<file path="config.mk">
export PLATFORM = sky130hd
export DESIGN_NAME = ps2_rx_interface_flat
export DESIGN_NICKNAME = d
export VERILOG_FILES = /design/src/rtl/ps2_rx_interface_if.sv /design/src/rtl/ps2_rx_interface.sv /design/src/flat_wrapper.sv
export SDC_FILE = /design/constraint.sdc
export NUM_CORES = 1
export LEC_CHECK = 0
export ABC_AREA = 1
export BUFFER_PORTS_ARGS = -buffer_cell sky130_fd_sc_hd__buf_2
export CORE_MARGIN = 2
export CORE_UTILIZATION = 40
export DETAILED_ROUTE_END_ITERATION = 6
export PLACE_DENSITY = 0.55
export RECOVER_POWER = 25
export SLEW_MARGIN = 30
export SYNTH_ARGS = -nofsm -noshare
export SYNTH_HDL_FRONTEND = slang
export SYNTH_SLANG_ARGS = --single-unit
</file>
<file path="constraint.sdc">
create_clock -name clk -period 1.55 [get_ports clk]
set_input_delay 0.465 -clock clk [delete_from_list [all_inputs] [get_ports clk]]
set_output_delay 0.465 -clock clk [all_outputs]
set_load 0.02 [all_outputs]
</file>
<file path="src/rtl/ps2_rx_interface_if.sv">
// PS/2 receiver bundle: keyboard pin levels in, received scan-code byte and status out.
interface ps2_rx_interface_if;
    logic       ps2_clk;
    logic       ps2_data;
    logic [7:0] rx_data;
    logic       read_data;
    logic       busy;
    logic       err;

    modport slave  (input ps2_clk, ps2_data, output rx_data, read_data, busy, err);
    modport master (output ps2_clk, ps2_data, input rx_data, read_data, busy, err);
endinterface

</file>
<file path="src/rtl/ps2_rx_interface.sv">
// Receive-only PS/2 device-to-host port: synchronise and de-glitch the pins,
// deserialise 11-bit frames, check start/parity/stop and strobe out each byte.
module ps2_rx_interface #(
    parameter int FILTER_LEN     = 8,
    parameter int TIMEOUT_CYCLES = 200000
) (
    input  logic               clk,
    input  logic               reset,
    ps2_rx_interface_if.slave  bus
);
    localparam int FW = $clog2(FILTER_LEN + 1);
    localparam int TW = $clog2(TIMEOUT_CYCLES + 1);
    localparam logic [FW-1:0] FILT_LAST = FW'(FILTER_LEN - 1);
    localparam logic [TW-1:0] TO_LAST   = TW'(TIMEOUT_CYCLES - 1);

    localparam logic [1:0] IDLE = 2'd0;
    localparam logic [1:0] RECV = 2'd1;
    localparam logic [1:0] DONE = 2'd2;

    logic [1:0]    clk_sync_q, data_sync_q;
    logic          clk_filt_q, clk_filt_d, data_filt_q, data_filt_d;
    logic [FW-1:0] clk_cnt_q, clk_cnt_d, data_cnt_q, data_cnt_d;
    logic          clk_prev_q;
    logic          fall;

    logic [1:0]    state_q, state_d;
    logic [3:0]    bitcnt_q, bitcnt_d;
    logic [10:0]   shift_q, shift_d;
    logic [TW-1:0] to_q, to_d;
    logic [7:0]    rx_q, rx_d;
    logic          read_q, read_d;
    logic          busy_q, busy_d;
    logic          err_q, err_d;
    logic [10:0]   frame;
    logic          frame_ok;
    logic          unused_bits;

    // A filtered line only follows its synced input after FILTER_LEN disagreeing samples in a row.
    always_comb begin
        clk_filt_d  = clk_filt_q;
        clk_cnt_d   = '0;
        data_filt_d = data_filt_q;
        data_cnt_d  = '0;
        if (clk_sync_q[1] != clk_filt_q) begin
            if (clk_cnt_q == FILT_LAST) clk_filt_d = clk_sync_q[1];
            else                        clk_cnt_d  = clk_cnt_q + 1'b1;
        end
        if (data_sync_q[1] != data_filt_q) begin
            if (data_cnt_q == FILT_LAST) data_filt_d = data_sync_q[1];
            else                         data_cnt_d  = data_cnt_q + 1'b1;
        end
    end

    assign fall        = clk_prev_q & ~clk_filt_q;
    assign frame       = {data_filt_q, shift_q[10:1]};
    assign frame_ok    = ~frame[0] & (^frame[9:1]) & frame[10];
    assign unused_bits = shift_q[0];

    always_comb begin
        state_d  = state_q;
        bitcnt_d = bitcnt_q;
        shift_d  = shift_q;
        to_d     = to_q;
        rx_d     = rx_q;
        read_d   = 1'b0;
        busy_d   = busy_q;
        err_d    = err_q;
        case (state_q)
            IDLE: begin
                if (fall && !data_filt_q) begin
                    state_d  = RECV;
                    bitcnt_d = 4'd1;
                    shift_d  = frame;
                    to_d     = '0;
                    busy_d   = 1'b1;
                    err_d    = 1'b0;
                end
            end
            RECV: begin
                if (fall) begin
                    shift_d  = frame;
                    bitcnt_d = bitcnt_q + 1'b1;
                    to_d     = '0;
                    // Stop bit: the frame is judged here so strobe, byte and err land together.
                    if (bitcnt_q == 4'd10) begin
                        state_d = DONE;
                        read_d  = 1'b1;
                        err_d   = ~frame_ok;
                        if (frame_ok) rx_d = frame[8:1];
                    end
                end else if (to_q == TO_LAST) begin
                    state_d = IDLE;
                    to_d    = '0;
                    busy_d  = 1'b0;
                    err_d   = 1'b1;
                end else begin
                    to_d = to_q + 1'b1;
                end
            end
            DONE: begin
                state_d = IDLE;
                busy_d  = 1'b0;
            end
            default: state_d = IDLE;
        endcase
    end

    always_ff @(posedge clk) begin
        if (reset) begin
            clk_sync_q  <= 2'b11;
            data_sync_q <= 2'b11;
            clk_filt_q  <= 1'b1;
            data_filt_q <= 1'b1;
            clk_cnt_q   <= '0;
            data_cnt_q  <= '0;
            clk_prev_q  <= 1'b1;
            state_q     <= IDLE;
            bitcnt_q    <= '0;
            shift_q     <= '0;
            to_q        <= '0;
            rx_q        <= '0;
            read_q      <= 1'b0;
            busy_q      <= 1'b0;
            err_q       <= 1'b0;
        end else begin
            clk_sync_q  <= {clk_sync_q[0], bus.ps2_clk};
            data_sync_q <= {data_sync_q[0], bus.ps2_data};
            clk_filt_q  <= clk_filt_d;
            data_filt_q <= data_filt_d;
            clk_cnt_q   <= clk_cnt_d;
            data_cnt_q  <= data_cnt_d;
            clk_prev_q  <= clk_filt_q;
            state_q     <= state_d;
            bitcnt_q    <= bitcnt_d;
            shift_q     <= shift_d;
            to_q        <= to_d;
            rx_q        <= rx_d;
            read_q      <= read_d;
            busy_q      <= busy_d;
            err_q       <= err_d;
        end
    end

    assign bus.rx_data   = rx_q;
    assign bus.read_data = read_q;
    assign bus.busy      = busy_q;
    assign bus.err       = err_q;
endmodule

</file>
<file path="src/flat_wrapper.sv">
// flat-port wrapper written by rule: the top's interface ports become plain ports
module ps2_rx_interface_flat 
#(
    parameter int FILTER_LEN     = 8,
    parameter int TIMEOUT_CYCLES = 200000
)
  (clk, reset, bus_ps2_clk, bus_ps2_data, bus_rx_data, bus_read_data, bus_busy, bus_err);
  ps2_rx_interface_if bus_i ();
  input  logic clk;
  input  logic reset;
  input wire logic [$bits(bus_i.ps2_clk)-1:0] bus_ps2_clk;
  input wire logic [$bits(bus_i.ps2_data)-1:0] bus_ps2_data;
  output wire logic [$bits(bus_i.rx_data)-1:0] bus_rx_data;
  output wire logic [$bits(bus_i.read_data)-1:0] bus_read_data;
  output wire logic [$bits(bus_i.busy)-1:0] bus_busy;
  output wire logic [$bits(bus_i.err)-1:0] bus_err;
  assign bus_i.ps2_clk = bus_ps2_clk;
  assign bus_i.ps2_data = bus_ps2_data;
  assign bus_rx_data = bus_i.rx_data;
  assign bus_read_data = bus_i.read_data;
  assign bus_busy = bus_i.busy;
  assign bus_err = bus_i.err;
  ps2_rx_interface #(.FILTER_LEN(FILTER_LEN), .TIMEOUT_CYCLES(TIMEOUT_CYCLES)) u_core (.clk(clk), .reset(reset), .bus(bus_i));
endmodule
</file>
==> reports/metrics.cfg, run 1 <==
[worst_setup_path]
r2r_cells = 10
startpoint_type = register
required_ns = 1.79
endpoint_kind = register
arrival_ns = 1.84
path_class = reg2reg
worstPathMaxFanout = 7
path_cells = inv_4 -> ha_4 -> or2_4 -> nand2_8 -> buf_6 -> nand2_4 -> nor2_4 -> nand3_2 -> xor2_1 -> nor2_2
crit_slowest_cell = dfxtp_4
slowest_delay_ns = 0.38

[grt]
grt_pass1_wl_mm = 10.5
grt_pass1_vias = 2360
grt_max_degree = 26
antenna_found_initial = 0
grt-ovfl-total = 0
track_usage_pct = 17.7

[yosys]
synth_cells = 379
syn_avg_cell_area_um2 = 7.36
synth-edff-count = 0
yosysTopAreaCell = dfxtp_1
syn-num-nets = 391
synthesis.area_um2 = 2790
synth.ff_latch_count = 60
ys.flop_type = dfxtp_1
synth_cell_types = 36
netlist_top_cells_count = nand2_1 (89), dfxtp_1 (60), nor2_1 (56)
yosys_warnings = 0
synth-async-reset-ratio_pct = 0
post-synth-top-count-cell = nand2_1
yosys-top-cells-area = dfxtp_1 (43%), nand2_1 (12%), nor2_1 (7.5%)
seq_area_frac_synth_pct = 43.1
netlist.area_leader.share_pct = 43.1

[worst_hold_path]
hp-class = in2reg
min_path_cells = 2

[sta]
maxSlewHeadroom_pct = 59.6
max_slew.worst_pin.slew_ns = 0.605
setup_violations = 7
rsz0062_at_grt = yes
whs_ns = 0.288
hold_violations = 0
clock_skew_ns = 0.00890
period_needed_ns = 1.60
setup_ws_ns = -0.0474
drv_slew = 0
timing.final.crit_share_pct = 103
fmax_mhz = 626

[detailed_routing]
highest_layer = met4
post_drt_via_cell_ratio = 4.76
met3_wirelength_um = 194
postRouteAntennaNets = 0
wl_met2_mm = 3.06
drtIter0Drc = 91
wl_per_cell_um = 12.3
wl_met1_mm = 3.15
firstDrtPassIters = 4
wirelength_mm = 6.52
vias = 2523
drc = 0

[finish]
final_cells = 530
design_area_um2 = 3790
layout.nets = 457
diodes = 0
drive_above_1_share_pct = 35.3
syn_to_final_growth_pct = 36.0

[placement]
dpl.cell_count = 500
io_buffers = 14
place_area_um2 = 3210
post-dp-hpwl_mm = 4.12
detailedPlace.worstSlack_ns = -0.162
gp_congestion = 0.842

[clock_network]
cts.reportedPaths.clkPinSlew_ns = 0.08
cts_max_level = 3
cts.sinks = 60
clkLatencyLatePin_ns = 0.35
clockBufferDepth = 2
cts-root-buf = clkbuf_8
cts_buffers = 9
cts_tree = yes

[die]
io_pins = 15
die_w_um = 87.5
die_h_um = 87.5
num_rows = 30
die-area_um2 = 7650
coreArea_um2 = 6760
start_util_pct = 41.3

[power]
p_sw_w = 0.000744
clkPwrFrac_pct = 47.6
intPower_w = 0.00231
ir_drop_uv = 493
p_per_area_nw_per_um2 = 807
comb_power_share_pct = 1.8
p_leak_nw = 1.69
p_sw_share_pct = 24.3
power.share.sequential_pct = 50.6

[run_status]
violations = setup timing
status = complete, but fails checks

[job]
maxCapViolCount = 0

metrics by stage:
stage          util [%]  power (W)  setup TNS (ns)
2_1_floorplan         -    0.00162               0
3_3_place_gp       47.5    0.00165          -0.912
3_5_place_dp       47.5    0.00165           -2.10
4_1_cts            53.1    0.00309          -0.395
5_1_grt            56.1    0.00317           -2.18
6_report           56.1    0.00306          -0.156
cells by family after synthesis:
| kind of cell | synth area share, % |
|---|---|
| buffers and inverters | 8.98 |
| adder cells (fa/ha/maj) | 3.59 |
| XOR/XNOR | 3.14 |
| flip-flops | 43.1 |
| AND/OR/NAND/NOR | 31.9 |
| AO/OA/AOI/OAI | 9.34 |
worst max-delay path: cells and delay by family (launching register included):
family / cells / cell delay [ns]
flip-flops: 1 / 0.38
adder cells (fa/ha/maj): 1 / 0.15
XOR/XNOR: 1 / 0.16
AND/OR/NAND/NOR: 6 / 0.62
buffers and inverters: 2 / 0.18
cell usage in the layout, fill, tap and decap left out, types with 6 or more instances in the layout:
cell	synthesis	layout
nand2_1	89	74
dfxtp_1	60	49
nor2_1	56	46
inv_1	51	43
buf_4	1	40
a21oi_1	21	20
nand2_2	3	13
buf_2	2	13
nand3_1	14	11
dfxtp_2	0	10
nor2_4	4	9
o21ai_1	1	9
clkbuf_8	0	9
xor2_1	8	8
nor2_2	3	8
nand2_4	2	6
path summary, 6_finish.rpt:
kind	startpoint	endpoint	slack (ns)
setup / recovery	u_core.state_q[0]	u_core.to_q[16]	-0.05
hold / removal	bus_ps2_clk	u_core.clk_sync_q[0]	0.29
setup reg to reg	u_core.state_q[0]	u_core.to_q[16]	-0.05
hold reg to reg	u_core.data_sync_q[0]	u_core.data_sync_q[1]	0.42
layer usage:
| layer | GRT usage [%] | vias to the layer above |
|---|---|---|
| met4 | 6.15 | 0 |
| met2 | 27.8 | 26 |
| met3 | 5.50 | 9 |
| met1 | 22.9 | 1157 |
| li1 | - | 1331 |
| met5 | 0 | - |
repair_timing:
| action | 4_1_cts | 5_1_grt |
|---|---|---|
| buffers inserted | 8 | 6 |
| pin swaps | 14 | 26 |
| hold buffers | 0 | 0 |
| cloned | 0 | 1 |
| endpoints found under the setup margin | 32 | 44 |
| gates resized for setup | 35 | 66 |
state kept, by name, summed over array words and instances, names as in the netlist, 2 cells and up:
signal	cells
u_core.clk_sync_q	2
u_core.data_cnt_q	4
u_core.shift_q	10
u_core.clk_cnt_q	4
u_core.data_sync_q	2
u_core.bus.rx_data	8
u_core.to_q	18
u_core.state_q	2
u_core.bitcnt_q	4
cell type report:
class | count | area [µm²]
Multi-Input combinational cell | 259 | 1610
Inverter | 53 | 211
Timing Repair Buffer | 62 | 454
Fill cell | 632 | 2970
Tap cell | 80 | 100
Sequential cell | 60 | 1220
Clock inverter | 7 | 75.1
Clock buffer | 9 | 124
power groups by stage:
stage	sequential [W]	clock, W	combinational (W)
after CTS	0.00155	0.00148	0.0000660
after detailed placement	0.00159	0	0.0000623
final	0.00155	0.00145	0.0000561
after global placement	0.00159	0	0.0000635
after global routing	0.00155	0.00156	0.0000644
after floorplan	0.00158	0	0.0000318
Note: power is estimated with default switching activity, not from simulation.
==> inputs of run 2 (changes only) <==
Settings changed: PLACE_DENSITY 0.55 to default, SETUP_SLACK_MARGIN from default to 0.4.
==> reports/metrics.cfg, run 2 (synthesis results as in run 1) <==
[run_status]
status = complete, but fails checks
violations = setup timing

[detailed_routing]
drtIter0Drc = 87
wirelength_mm = 6.92
post_drt_via_cell_ratio = 4.86
firstDrtPassIters = 4
postRouteAntennaNets = 0
wl_per_cell_um = 12.9
drc = 0
vias = 2611

[sta]
tns_ns = -1.17
fmax_mhz = 596
whs_ns = 0.309
rsz0062_at_grt = yes
hold_violations = 0
clock_skew_ns = 0.0110
timing.final.crit_share_pct = 108
maxSlewHeadroom_pct = 65.6
period_needed_ns = 1.68
drv_slew = 0
setup_violations = 33
max_slew.worst_pin.slew_ns = 0.516
setup_ws_ns = -0.127

[die]
start_util_pct = 41.3
coreArea_um2 = 6760
die_w_um = 87.5
die-area_um2 = 7650
num_rows = 30
io_pins = 15
die_h_um = 87.5

[finish]
fillers = 568
top_register = u_core.to_q
final_cell_mix = nand2_1 (73), nor2_1 (48), inv_1 (45)
register_area_um2 = 1230
multi_input_area_um2 = 1780
syn_to_final_growth_pct = 49.5
largest_reg_flops = 18
drive_above_1_share_pct = 42.5
layout.nets = 465
diodes = 0
layout_commonest_cell = nand2_1

[placement]
gp_congestion = 0.892
detailedPlace.worstSlack_ns = -0.128
post-dp-hpwl_mm = 4.04
io_buffers = 14

[grt]
antenna_found_initial = 0
grt-ovfl-total = 0
grt_pass1_vias = 2337
track_usage_pct = 17.7
grt_pass1_wl_mm = 10.5
grt_max_degree = 18

[worst_hold_path]
min_path_cells = 2
hp-class = in2reg

[worst_setup_path]
startpoint_type = register
required_ns = 1.82
crit_slowest_cell = dfxtp_2
arrival_ns = 1.95
r2r_cells = 11
worstPathMaxFanout = 8
path_class = reg2reg
slowest_delay_ns = 0.34
endpoint_kind = register
path_cells = inv_4 -> ha_4 -> inv_4 -> buf_4 -> buf_6 -> buf_6 -> nor2_4 -> nand4_4 -> nand2_1 -> nand2_1 -> nor2_1

[clock_network]
cts_buffers = 9
cts_max_level = 3
clockBufferDepth = 2
cts_tree = yes
clkLatencyLatePin_ns = 0.34
cts.reportedPaths.clkPinSlew_ns = 0.07
cts.sinks = 60
cts-root-buf = clkbuf_8

[power]
clkPwrFrac_pct = 45.8
p_sw_share_pct = 21.9
p_leak_nw = 1.84
p_sw_w = 0.000658
p_per_area_nw_per_um2 = 721
comb_power_share_pct = 2.7
ir_drop_uv = 606
intPower_w = 0.00235
power.share.sequential_pct = 51.5

[job]
maxCapViolCount = 0

-- run 2: per-stage QoR --
step	std cells	total power (W)	instance area (µm²)	utilization [%]
after floorplan	379	0.00162	2840	-
after global placement	498	0.00164	3200	47.3
after detailed placement	498	0.00164	3200	47.3
after CTS	523	0.00304	3820	56.5
after global routing	537	0.00312	4170	61.7
final	537	0.00301	4170	61.7
-- run 2: per-layer routing --
layer | share of wire, % | track usage, % | wire length [µm] | vias to the layer above
met5 | 0 | 0 | 0 | -
met4 | 1.6 | 7.13 | 111 | 0
met1 | 46 | 23.4 | 3220 | 1217
li1 | - | - | - | 1345
met3 | 2.5 | 4.55 | 172 | 12
met2 | 49 | 27.5 | 3420 | 37
-- run 2: worst paths after layout --
path	from	endpoint	slack (ns)
max	u_core.state_q[1]	u_core.bus.rx_data[4]	-0.13
min	bus_ps2_data	u_core.data_sync_q[0]	0.31
max reg2reg	u_core.state_q[1]	u_core.bus.rx_data[4]	-0.13
min reg2reg	u_core.data_sync_q[0]	u_core.data_sync_q[1]	0.41
-- run 2: power by group through the flow --
stage          combinational, W  clock [W]  sequential (W)
2_1_floorplan         0.0000334          0         0.00158
3_3_place_gp          0.0000578          0         0.00159
3_5_place_dp          0.0000587          0         0.00159
4_1_cts               0.0000719    0.00142         0.00155
5_1_grt               0.0000884    0.00148         0.00155
6_report              0.0000813    0.00138         0.00155
-- run 2: repair_timing --
| action | CTS | global route |
|---|---|---|
| gates resized for setup | 99 | 63 |
| endpoints found under the hold margin | 0 | 0 |
| pin swaps | 20 | 30 |
| gates cloned | 2 | 0 |
| setup buffers | 8 | 14 |
| endpoints found under the setup margin | 57 | 60 |
| hold buffers | 0 | 0 |
-- run 2: cell type report --
class,instances,share of cell area [%]
Tap cell,80,2.40
Sequential cell,60,29.5
Timing Repair Buffer,70,15.6
Clock buffer,10,3.30
Inverter,53,5.19
Clock inverter,5,1.26
Multi-Input combinational cell,259,42.7
-- run 2: worst max-delay path, delay by kind of cell (launching register included) --
kind | cells | cell delay, ns
buffers and inverters | 5 | 0.46
flip-flops | 1 | 0.34
adder cells (fa/ha/maj) | 1 | 0.14
AND/OR/NAND/NOR | 5 | 0.67
